File: src/rtl/mem_arbiter_if.sv
// Bus bundle between two requesting masters, the arbiter and a single-port
// synchronous RAM. The slave modport is the arbiter's view; the master
// modport is the view of whatever drives the requests and models the RAM.
`timescale 1ns/1ps

interface mem_arbiter_if #(
  parameter int AW = 12
);
  // Master 0 (CPU) request/response
  logic        m0_valid;
  logic        m0_ready;
  logic [31:0] m0_addr;
  logic [31:0] m0_wdata;
  logic [3:0]  m0_wstrb;
  logic [31:0] m0_rdata;

  // Master 1 (loader) request/response
  logic        m1_valid;
  logic        m1_ready;
  logic [31:0] m1_addr;
  logic [31:0] m1_wdata;
  logic [3:0]  m1_wstrb;
  logic [31:0] m1_rdata;

  // RAM port
  logic          ram_en;
  logic [3:0]    ram_we;
  logic [AW-1:0] ram_addr;
  logic [31:0]   ram_wdata;
  logic [31:0]   ram_rdata;

  modport slave (
    input  m0_valid, m0_addr, m0_wdata, m0_wstrb,
    output m0_ready, m0_rdata,
    input  m1_valid, m1_addr, m1_wdata, m1_wstrb,
    output m1_ready, m1_rdata,
    output ram_en, ram_we, ram_addr, ram_wdata,
    input  ram_rdata
  );

  modport master (
    output m0_valid, m0_addr, m0_wdata, m0_wstrb,
    input  m0_ready, m0_rdata,
    output m1_valid, m1_addr, m1_wdata, m1_wstrb,
    input  m1_ready, m1_rdata,
    input  ram_en, ram_we, ram_addr, ram_wdata,
    output ram_rdata
  );
endinterface

File: src/rtl/mem_arbiter.sv
// Two-master round-robin arbiter in front of a single-port synchronous RAM.
// One transaction at a time: IDLE latches the winning request, ACCESS drives
// the RAM for one cycle, RDATA captures read data, RESP pulses ready.
// Out-of-range word addresses skip the RAM and answer with err at T+1.
`timescale 1ns/1ps

module mem_arbiter #(
  parameter int MEM_SIZE = 4096,
  parameter int AW       = 12
) (
  input  logic          clk,
  input  logic          resetn,
  mem_arbiter_if.slave  bus,
  output logic          busy,
  output logic          err
);

  typedef enum logic [1:0] {
    IDLE   = 2'd0,
    ACCESS = 2'd1,
    RDATA  = 2'd2,
    RESP   = 2'd3
  } state_e;

  state_e        state_q;
  logic          grant_q;     // master owning the current transaction
  logic          last_q;      // master granted most recently
  logic          ram_en_q;
  logic [3:0]    ram_we_q;
  logic [AW-1:0] ram_addr_q;
  logic [31:0]   ram_wdata_q;
  logic          m0_ready_q;
  logic          m1_ready_q;
  logic          err_q;
  logic [31:0]   m0_rdata_q;
  logic [31:0]   m1_rdata_q;

  logic          req_any;
  logic          grant_d;
  logic [31:0]   sel_addr;
  logic [31:0]   sel_wdata;
  logic [3:0]    sel_wstrb;
  logic          sel_oor;

  // Pick the winning master and mux its request fields.
  // NOTE: every variable gets a default at the top of always_comb so no path
  // leaves it unassigned, which would otherwise infer a latch.
  always_comb begin
    grant_d = 1'b0;
    if (bus.m0_valid && bus.m1_valid) begin
      grant_d = ~last_q;
    end else if (bus.m1_valid) begin
      grant_d = 1'b1;
    end
    req_any   = bus.m0_valid | bus.m1_valid;
    sel_addr  = grant_d ? bus.m1_addr  : bus.m0_addr;
    sel_wdata = grant_d ? bus.m1_wdata : bus.m0_wdata;
    sel_wstrb = grant_d ? bus.m1_wstrb : bus.m0_wstrb;
    sel_oor   = (sel_addr >> 2) >= 32'(MEM_SIZE);
  end

  // Transaction FSM with all outputs registered.
  // NOTE: state is updated with non-blocking assignments so every register
  // samples pre-edge values, independent of statement order.
  // NOTE: the rdata holding registers are ordinary flops, not a memory, so
  // they take the asynchronous reset like everything else.
  always_ff @(posedge clk or negedge resetn) begin
    if (!resetn) begin
      state_q     <= IDLE;
      grant_q     <= 1'b0;
      last_q      <= 1'b1;      // master 0 wins the first contention
      ram_en_q    <= 1'b0;
      ram_we_q    <= '0;
      ram_addr_q  <= '0;
      ram_wdata_q <= '0;
      m0_ready_q  <= 1'b0;
      m1_ready_q  <= 1'b0;
      err_q       <= 1'b0;
      m0_rdata_q  <= '0;
      m1_rdata_q  <= '0;
    end else begin
      case (state_q)
        IDLE: begin
          if (req_any) begin
            grant_q <= grant_d;
            last_q  <= grant_d;
            if (sel_oor) begin
              // No RAM access: answer immediately, reads return zero.
              state_q <= RESP;
              err_q   <= 1'b1;
              if (grant_d) begin
                m1_ready_q <= 1'b1;
                if (sel_wstrb == 4'h0) m1_rdata_q <= '0;
              end else begin
                m0_ready_q <= 1'b1;
                if (sel_wstrb == 4'h0) m0_rdata_q <= '0;
              end
            end else begin
              state_q     <= ACCESS;
              ram_en_q    <= 1'b1;
              ram_we_q    <= sel_wstrb;
              ram_addr_q  <= sel_addr[AW+1:2];
              ram_wdata_q <= sel_wdata;
            end
          end
        end
        ACCESS: begin
          ram_en_q <= 1'b0;
          ram_we_q <= '0;
          if (ram_we_q == 4'h0) begin
            state_q <= RDATA;
          end else begin
            state_q <= RESP;
            if (grant_q) m1_ready_q <= 1'b1;
            else         m0_ready_q <= 1'b1;
          end
        end
        RDATA: begin
          state_q <= RESP;
          if (grant_q) begin
            m1_rdata_q <= bus.ram_rdata;
            m1_ready_q <= 1'b1;
          end else begin
            m0_rdata_q <= bus.ram_rdata;
            m0_ready_q <= 1'b1;
          end
        end
        RESP: begin
          state_q    <= IDLE;
          m0_ready_q <= 1'b0;
          m1_ready_q <= 1'b0;
          err_q      <= 1'b0;
        end
        default: state_q <= IDLE;
      endcase
    end
  end

  assign bus.ram_en    = ram_en_q;
  assign bus.ram_we    = ram_we_q;
  assign bus.ram_addr  = ram_addr_q;
  assign bus.ram_wdata = ram_wdata_q;
  assign bus.m0_ready  = m0_ready_q;
  assign bus.m1_ready  = m1_ready_q;
  assign bus.m0_rdata  = m0_rdata_q;
  assign bus.m1_rdata  = m1_rdata_q;
  assign err           = err_q;
  assign busy          = (state_q != IDLE);

endmodule

File: src/flat_wrapper.sv
// flat-port wrapper written by rule: the top's interface ports become plain ports
module mem_arbiter_flat 
#(
  parameter int MEM_SIZE = 4096,
  parameter int AW       = 12
)
  (clk, resetn, busy, err, bus_m0_valid, bus_m0_addr, bus_m0_wdata, bus_m0_wstrb, bus_m0_ready, bus_m0_rdata, bus_m1_valid, bus_m1_addr, bus_m1_wdata, bus_m1_wstrb, bus_m1_ready, bus_m1_rdata, bus_ram_en, bus_ram_we, bus_ram_addr, bus_ram_wdata, bus_ram_rdata);
  mem_arbiter_if #(.AW(AW)) bus_i ();
  input  logic clk;
  input  logic resetn;
  output logic busy;
  output logic err;
  input wire logic [$bits(bus_i.m0_valid)-1:0] bus_m0_valid;
  input wire logic [$bits(bus_i.m0_addr)-1:0] bus_m0_addr;
  input wire logic [$bits(bus_i.m0_wdata)-1:0] bus_m0_wdata;
  input wire logic [$bits(bus_i.m0_wstrb)-1:0] bus_m0_wstrb;
  output wire logic [$bits(bus_i.m0_ready)-1:0] bus_m0_ready;
  output wire logic [$bits(bus_i.m0_rdata)-1:0] bus_m0_rdata;
  input wire logic [$bits(bus_i.m1_valid)-1:0] bus_m1_valid;
  input wire logic [$bits(bus_i.m1_addr)-1:0] bus_m1_addr;
  input wire logic [$bits(bus_i.m1_wdata)-1:0] bus_m1_wdata;
  input wire logic [$bits(bus_i.m1_wstrb)-1:0] bus_m1_wstrb;
  output wire logic [$bits(bus_i.m1_ready)-1:0] bus_m1_ready;
  output wire logic [$bits(bus_i.m1_rdata)-1:0] bus_m1_rdata;
  output wire logic [$bits(bus_i.ram_en)-1:0] bus_ram_en;
  output wire logic [$bits(bus_i.ram_we)-1:0] bus_ram_we;
  output wire logic [$bits(bus_i.ram_addr)-1:0] bus_ram_addr;
  output wire logic [$bits(bus_i.ram_wdata)-1:0] bus_ram_wdata;
  input wire logic [$bits(bus_i.ram_rdata)-1:0] bus_ram_rdata;
  assign bus_i.m0_valid = bus_m0_valid;
  assign bus_i.m0_addr = bus_m0_addr;
  assign bus_i.m0_wdata = bus_m0_wdata;
  assign bus_i.m0_wstrb = bus_m0_wstrb;
  assign bus_m0_ready = bus_i.m0_ready;
  assign bus_m0_rdata = bus_i.m0_rdata;
  assign bus_i.m1_valid = bus_m1_valid;
  assign bus_i.m1_addr = bus_m1_addr;
  assign bus_i.m1_wdata = bus_m1_wdata;
  assign bus_i.m1_wstrb = bus_m1_wstrb;
  assign bus_m1_ready = bus_i.m1_ready;
  assign bus_m1_rdata = bus_i.m1_rdata;
  assign bus_ram_en = bus_i.ram_en;
  assign bus_ram_we = bus_i.ram_we;
  assign bus_ram_addr = bus_i.ram_addr;
  assign bus_ram_wdata = bus_i.ram_wdata;
  assign bus_i.ram_rdata = bus_ram_rdata;
  mem_arbiter #(.MEM_SIZE(MEM_SIZE), .AW(AW)) u_core (.clk(clk), .resetn(resetn), .bus(bus_i), .busy(busy), .err(err));
endmodule
File: config.mk
export PLATFORM = sky130hd
export DESIGN_NAME = mem_arbiter_flat
export DESIGN_NICKNAME = d
export VERILOG_FILES = /design/src/rtl/mem_arbiter_if.sv /design/src/rtl/mem_arbiter.sv /design/src/flat_wrapper.sv
export SDC_FILE = /design/constraint.sdc
export NUM_CORES = 1
export LEC_CHECK = 0
export BUFFER_PORTS_ARGS = -buffer_cell sky130_fd_sc_hd__buf_4
export CAP_MARGIN = 0
export CORE_AREA = 4 4 110 112
export CTS_BUF_LIST = sky130_fd_sc_hd__clkbuf_8
export DETAILED_ROUTE_END_ITERATION = 16
export DIE_AREA = 0 0 114 116
export GPL_ROUTABILITY_DRIVEN = 0
export PLACE_DENSITY = 0.87
export SYNTH_ARGS = -nofsm -noshare
export SYNTH_HDL_FRONTEND = slang
export SYNTH_SLANG_ARGS = --single-unit
File: constraint.sdc
create_clock -name clk -period 6.95 [get_ports clk]
set_input_delay 2.085 -clock clk [delete_from_list [all_inputs] [get_ports clk]]
set_output_delay 2.085 -clock clk [all_outputs]
set_load 0.005 [all_outputs]
==> Word level (Yosys, flattened, before mapping) <==
Cells that the tools add are included.
{ "totals": {"rom_bits": 0, "word_cells": 85, "mem_bits_rw": 0, "latchBits": 0, "mem_count": 0, "in_bits": 172, "output_inout_bits": 117, "ff_bits": 120} }
{ "op_classes": {"div_mod_pow": 0, "bitwise_logic": 3, "addsub": 0, "n_mul": 0, "n_eq_ne": 12, "mux": 41, "order_cmp": 1, "shift": 0, "n_reduce_logical": 16} }
{ "op_table": {"columns": ["op", "count"], "rows": [
  ["32-bit two-way mux", 11],
  ["32-bit one-hot mux with 2 select lines", 2],
  ["30-bit by 13-bit greater-or-equal comparator with 1-bit output (second input constant)", 1],
  ["1-bit two-way mux", 17],
  ["4-bit two-way mux", 3],
  ["6-bit AND reduction", 2],
  ["2-bit by 1-bit != test with 1-bit output (second input constant)", 5],
  ["3-bit AND reduction", 3],
  ["4-bit zero test", 2],
  ["2-bit != test (second input constant)", 4],
  ["1-bit one-hot mux with 4 select lines", 2],
  ["2-bit one-hot mux with 4 select lines", 1],
  ["4-bit one-hot mux with 2 select lines", 1],
  ["4-bit AND reduction", 2],
  ["2-bit nonzero test", 4],
  ["2-bit == test (second input constant)", 2],
  ["2-bit two-way mux", 2],
  ["1-bit one-hot mux with 2 select lines", 2],
  ["2-bit by 1-bit == test with 1-bit output (second input constant)", 1],
  ["2-bit zero test", 1],
  ["1-bit inverter", 2],
  ["2-bit AND reduction", 1],
  ["1-bit logical AND", 1],
  ["1-bit bitwise OR", 1]
]} }

==> Longest topological paths before layout <==
{ "depth": {"word_depth": 9, "mapped_depth": 8, "depth_no_buf": 7} }

==> Least setup slack after synthesis <==
No wires, ideal clock.
{ "synth_path": {"path_type": "in2reg", "start": "input port bus_m0_valid", "end": "register u_core.m0_rdata_q[10], in the netlist u_core.bus.m0_rdata[10]", "setup_slack_ns": 3.117, "cell_stages": 7, "n_path_buf": 2, "setup_time_ns": 0.125, "required_ns": 6.825, "t_arrival_ns": 3.709, "cell_sequence": "clkbuf_2 > a21boi_4 > mux2i_1 > nor2_1 > o211ai_2 > buf_2 > mux2_2"} }
{ "synth_via": {"elab_chain_cells": 6, "elab_cells_between_ends": 12, "cone_classes": "order compare (1); eq/ne (4); mux (3); bitwise (1); reduce/logical (3)"} }
{ "synth_rtl": {"columns": ["item", "line", "text"], "rows": [
  ["start, declared", "flat_wrapper.sv:13", "input wire logic [$bits(bus_i.m0_valid)-1:0] bus_m0_valid;"],
  ["1-bit logical AND", "mem_arbiter.sv:50", "if (bus.m0_valid && bus.m1_valid) begin"],
  ["1-bit two-way mux", "mem_arbiter.sv:50", null],
  ["32-bit two-way mux or 4-bit two-way mux (tied branches)", "mem_arbiter.sv:56, mem_arbiter.sv:58", null],
  ["30-bit by 13-bit greater-or-equal comparator with 1-bit output or 4-bit zero test (tied branches)", "mem_arbiter.sv:59, mem_arbiter.sv:96", null],
  ["2-bit by 1-bit != test with 1-bit output (no source line)", null, null],
  ["6-bit AND reduction (no source line) *", null, null],
  ["end signal, assigned", "mem_arbiter.sv:124", "m0_rdata_q <= bus.ram_rdata;"],
  ["end, declared", "mem_arbiter.sv:35", "logic [31:0] m0_rdata_q;"]
]} }
Every way passes the cells marked *; elsewhere a longest branch is shown, timed or not.
A chain may end at the register's enable or synchronous reset.

==> Worst setup path in the final report <==
{ "layout_path": {"start": "input port bus_m1_valid", "end": "register u_core.ram_wdata_q[15], in the netlist u_core.bus.ram_wdata[15]"} }
{ "layout_via": {"elab_chain_cells": 6, "elab_cells_between_ends": 9, "cone_classes": "order compare (1); mux (4); bitwise (2); reduce/logical (2)"} }
{ "layout_rtl": {"columns": ["item", "line", "text"], "rows": [
  ["start, declared", "flat_wrapper.sv:19", "input wire logic [$bits(bus_i.m1_valid)-1:0] bus_m1_valid;"],
  ["1-bit two-way mux or 1-bit logical AND (tied branches)", "mem_arbiter.sv:52, mem_arbiter.sv:50", null],
  ["1-bit two-way mux", "mem_arbiter.sv:50", null],
  ["32-bit two-way mux", "mem_arbiter.sv:56", "sel_addr = grant_d ? bus.m1_addr : bus.m0_addr;"],
  ["30-bit by 13-bit greater-or-equal comparator with 1-bit output", "mem_arbiter.sv:59", "sel_oor = (sel_addr >> 2) >= 32'(MEM_SIZE);"],
  ["1-bit inverter (no source line)", null, null],
  ["3-bit AND reduction (no source line)", null, null],
  ["end signal, assigned", "mem_arbiter.sv:103", "ram_wdata_q <= sel_wdata;"],
  ["end, declared", "mem_arbiter.sv:31", "logic [31:0] ram_wdata_q;"]
]} }
Several ways; a longest one is shown, not always the timed one.

==> summary.txt <==
Clk Latency, worst-skew pair -> 0.42 ns
CP max FO -> 89
Total GRT Usage -> 24.7%
FF-to-FF setup slack -> 3.58 ns
slew at the pin closest to its max-slew limit -> 1.08 ns
clock power share -> 24.6%
synth unique cells -> 44
multiplexer area fraction after synthesis -> 12.7%
Post-CTS Setup Inserts -> 0
post-synth top area cell -> dfrtp_1
hold buffer count at cts -> 0
Pleak -> 4.26 nW
number of synthesis warnings -> 0
max-cap violation count -> 0
post-synth top area share -> 53.8%
Worst R2R Start -> u_core.last_q
Comb pwr share -> 39.2%
Buf/Inv on CP -> 2
Place WS -> 1.92 ns
final hold viol count -> 0
area grow syn2layout -> 47.4%
WL per Instance -> 17.2 um
Post-Synth XOR/XNOR Area -> 0%
DR vias/cell -> 5.32
Top Ports -> 289
Mapped Cells -> 538
FMAX -> 0.216 GHz
internal power -> 1.81 mW
setup TNS -> 0 ns
ys async rst share -> 100%
clock sink count -> 120
share of cells above drive strength 1 -> 46.2%
Starting Density -> 49.3%
Critical R2R Capture -> u_core.bus.ram_wdata[15]
post-route DRC violation count -> 0
global-route congestion overflow total -> 0
CP top delay family -> compound AO/OA/AOI/OAI gates
Die ar. -> 13200 um^2
Syn Area/Cell -> 10.3 um^2
status -> finished clean
# rows -> 39
Post-DRT Antenna Nets -> 0
Tmin final -> 4.63 ns
die width -> 114 um
ant diodes -> 0
hpwl dp -> 12.7 mm
worst-case clock buffer depth -> 2
CORE AREA -> 11200 um^2
Die Y -> 116 um
fin nets -> 989
synth top area cells -> dfrtp_1 54%, mux2_2 11%, nand2_1 8.1%, a31oi_1 5.1%, nor2_1 3.4%
initial antenna violation count -> 0
Post-Syn Area -> 5530 um^2
cell mode on critical path -> buf_4
Commonest cells post-synth -> 119 x dfrtp_1, 119 x nand2_1, 55 x mux2_2
Largest stage delay, worst path -> 0.89 ns
Final period util -> 66.5%
Post-synth EDFFs -> 0
via count -> 5150
cts bufs inserted -> 17
CP max stage cell -> a21bo_2
Worst Path Arrival -> 4.96 ns
PD cells -> 327 nW/um^2
Clock Skew -> 0.00762 ns
post-synthesis simple-gate area fraction -> 17.9%
worst min-delay path endpoint -> u_core.bus.m0_rdata[7]
CTS Root Buffer Type -> clkbuf_8
crit path launch type -> input pin
sequential area share after synthesis -> 54.3%
first-pass GRT wire length -> 25.4 mm
sw power -> 0.859 mW
Reg clk slew, reported paths -> 0.07 ns
largest net degree at the start of global routing -> 90
1st-pass router iterations -> 5
Compound-Gate Fraction of Synth Area -> 10.5%
R2R depth -> 6
worst setup margin -> 2.32 ns
CTS tree -> built
WP data required -> 7.28 ns
switching share of power -> 32.2%
Seq cells post-synth -> 120
Worst VDD drop -> 0.218 mV
vias in the first global route -> 5200
iteration-0 DRC count of the detailed router -> 361
ys flop type -> dfrtp_1
Hold Path Class -> register to register
RSZ-0062 raised after global routing -> false
crit path capture type -> register
largest family of logic cells by synthesized area -> simple AND/OR/NAND/NOR gates
adder-cell share of the synthesized area -> 1.13%
max-slew violations -> 0
hold depth -> 1
Post-CTS Resized -> 0
Setup Viol. Count Final -> 0
Seq pwr share -> 36.2%
Mapped Nets -> 715
HP Start -> u_core.bus.m0_rdata[7]
PortBufs -> 284
worst path cell trace -> buf_4, a21bo_2, nand4_2, a221oi_4, buf_4, nor2_1, a31oi_1
Post-Route WL -> 16.7 mm
normalized max-slew margin -> 27.6%
CTS HTree Levels -> 4
critical path type -> input pin to register
==> layer usage <==
metal	global-route usage [%]	vias up	wire (um)
met1	29.5	2415	6150
li1	-	2411	-
met5	0	-	0
met2	42.4	291	8450
met3	6.89	33	1590
met4	9.98	0	476
==> worst max-delay path by stage <==
stage	end	depth (start not counted)	from	slack [ns]
6_report	u_core.bus.ram_wdata[15]	7	bus_m1_valid	2.32
5_1_grt	u_core.bus.ram_addr[1]	7	bus_m1_valid	2.07
3_5_place_dp	u_core.bus.ram_wdata[31]	7	bus_m1_valid	1.92
2_1_floorplan	u_core.bus.m0_rdata[10]	7	bus_m0_valid	3.12
3_3_place_gp	u_core.bus.m0_rdata[0]	6	bus_m1_valid	1.97
4_1_cts	u_core.bus.ram_wdata[31]	7	bus_m1_valid	2.34
==> flip-flops by register name, indices dropped and copies added, names as in the netlist <==
register              cells
u_core.bus.ram_wdata     32
u_core.bus.m1_rdata      32
u_core.state_q            2
u_core.err                1
u_core.bus.m0_ready       1
u_core.bus.m1_ready       1
u_core.bus.ram_we         4
u_core.bus.m0_rdata      32
u_core.last_q             1
u_core.grant_q            1
u_core.bus.ram_addr      12
u_core.bus.ram_en         1
==> per-stage QoR <==
stage               instances  power [mW]  utilization (%)  instance area (um^2)  hold slack [ns]
detailed placement        936        2.03             68.9                  7730            0.489
CTS                       968        2.69             72.7                  8160            0.504
floorplan                 538        1.57                -                  5530            0.489
global placement          936        1.98             68.9                  7730            0.478
finish                    968        2.67             72.7                  8160            0.509
global route              968        2.82             72.7                  8160            0.521
==> power groups by stage <==
stage | sequential (mW) | combinational (mW) | clock [mW]
floorplan | 0.969 | 0.605 | 0
global placement | 0.960 | 1.02 | 0
detailed placement | 0.976 | 1.05 | 0
CTS | 0.963 | 1.06 | 0.667
global route | 0.984 | 1.14 | 0.702
finish | 0.964 | 1.05 | 0.656
==> kinds of logic after synthesis <==
family,count (synthesis)
buffers and inverters,42
AND/OR/NAND/NOR,224
multiplexers,63
adder cells (fa/ha/maj),5
AO/OA/AOI/OAI,84
flip-flops,120
==> layout by cell type, fill, tap and decap left out, drive strengths merged, types with 2 or more instances in the layout <==
cell type  Yosys  final
ha             5      5
a21oi          6      6
a31oi         45     45
nand2        119    119
nand3b         2      2
a32oi          4      4
o22ai          5      5
nor2b          2      2
and2          28     28
inv            9     10
nor4          11     11
a221oi         2      2
clkinv         0      6
clkinvlp       0      2
nand3          4      4
o21ai         11     11
bufinv         0      3
nand2b         2      2
a22oi          2      2
nand4          2      2
buf           13    288
mux2i          7      7
nor2          50     50
o211ai         2      2
dfrtp        119    119
mux2          56     56
clkbuf        20     20
==> cell type report <==
class	count	area [um^2]
Inverter	9	33.8
Tap cell	143	179
Timing Repair Buffer	288	2160
Clock buffer	20	275
Clock inverter	12	150
Multi-Input combinational cell	376	2350
Sequential cell	120	3000
Fill cell	795	3070
==> worst reg2reg max path, delay by kind of cell, from the launching register on <==
family / cells / cell delay [ns]
simple gates: 2 / 0.60
buf+inv: 1 / 0.66
compound gates: 3 / 1.43
flops: 1 / 0.59
(Power assumes the default switching activity.)
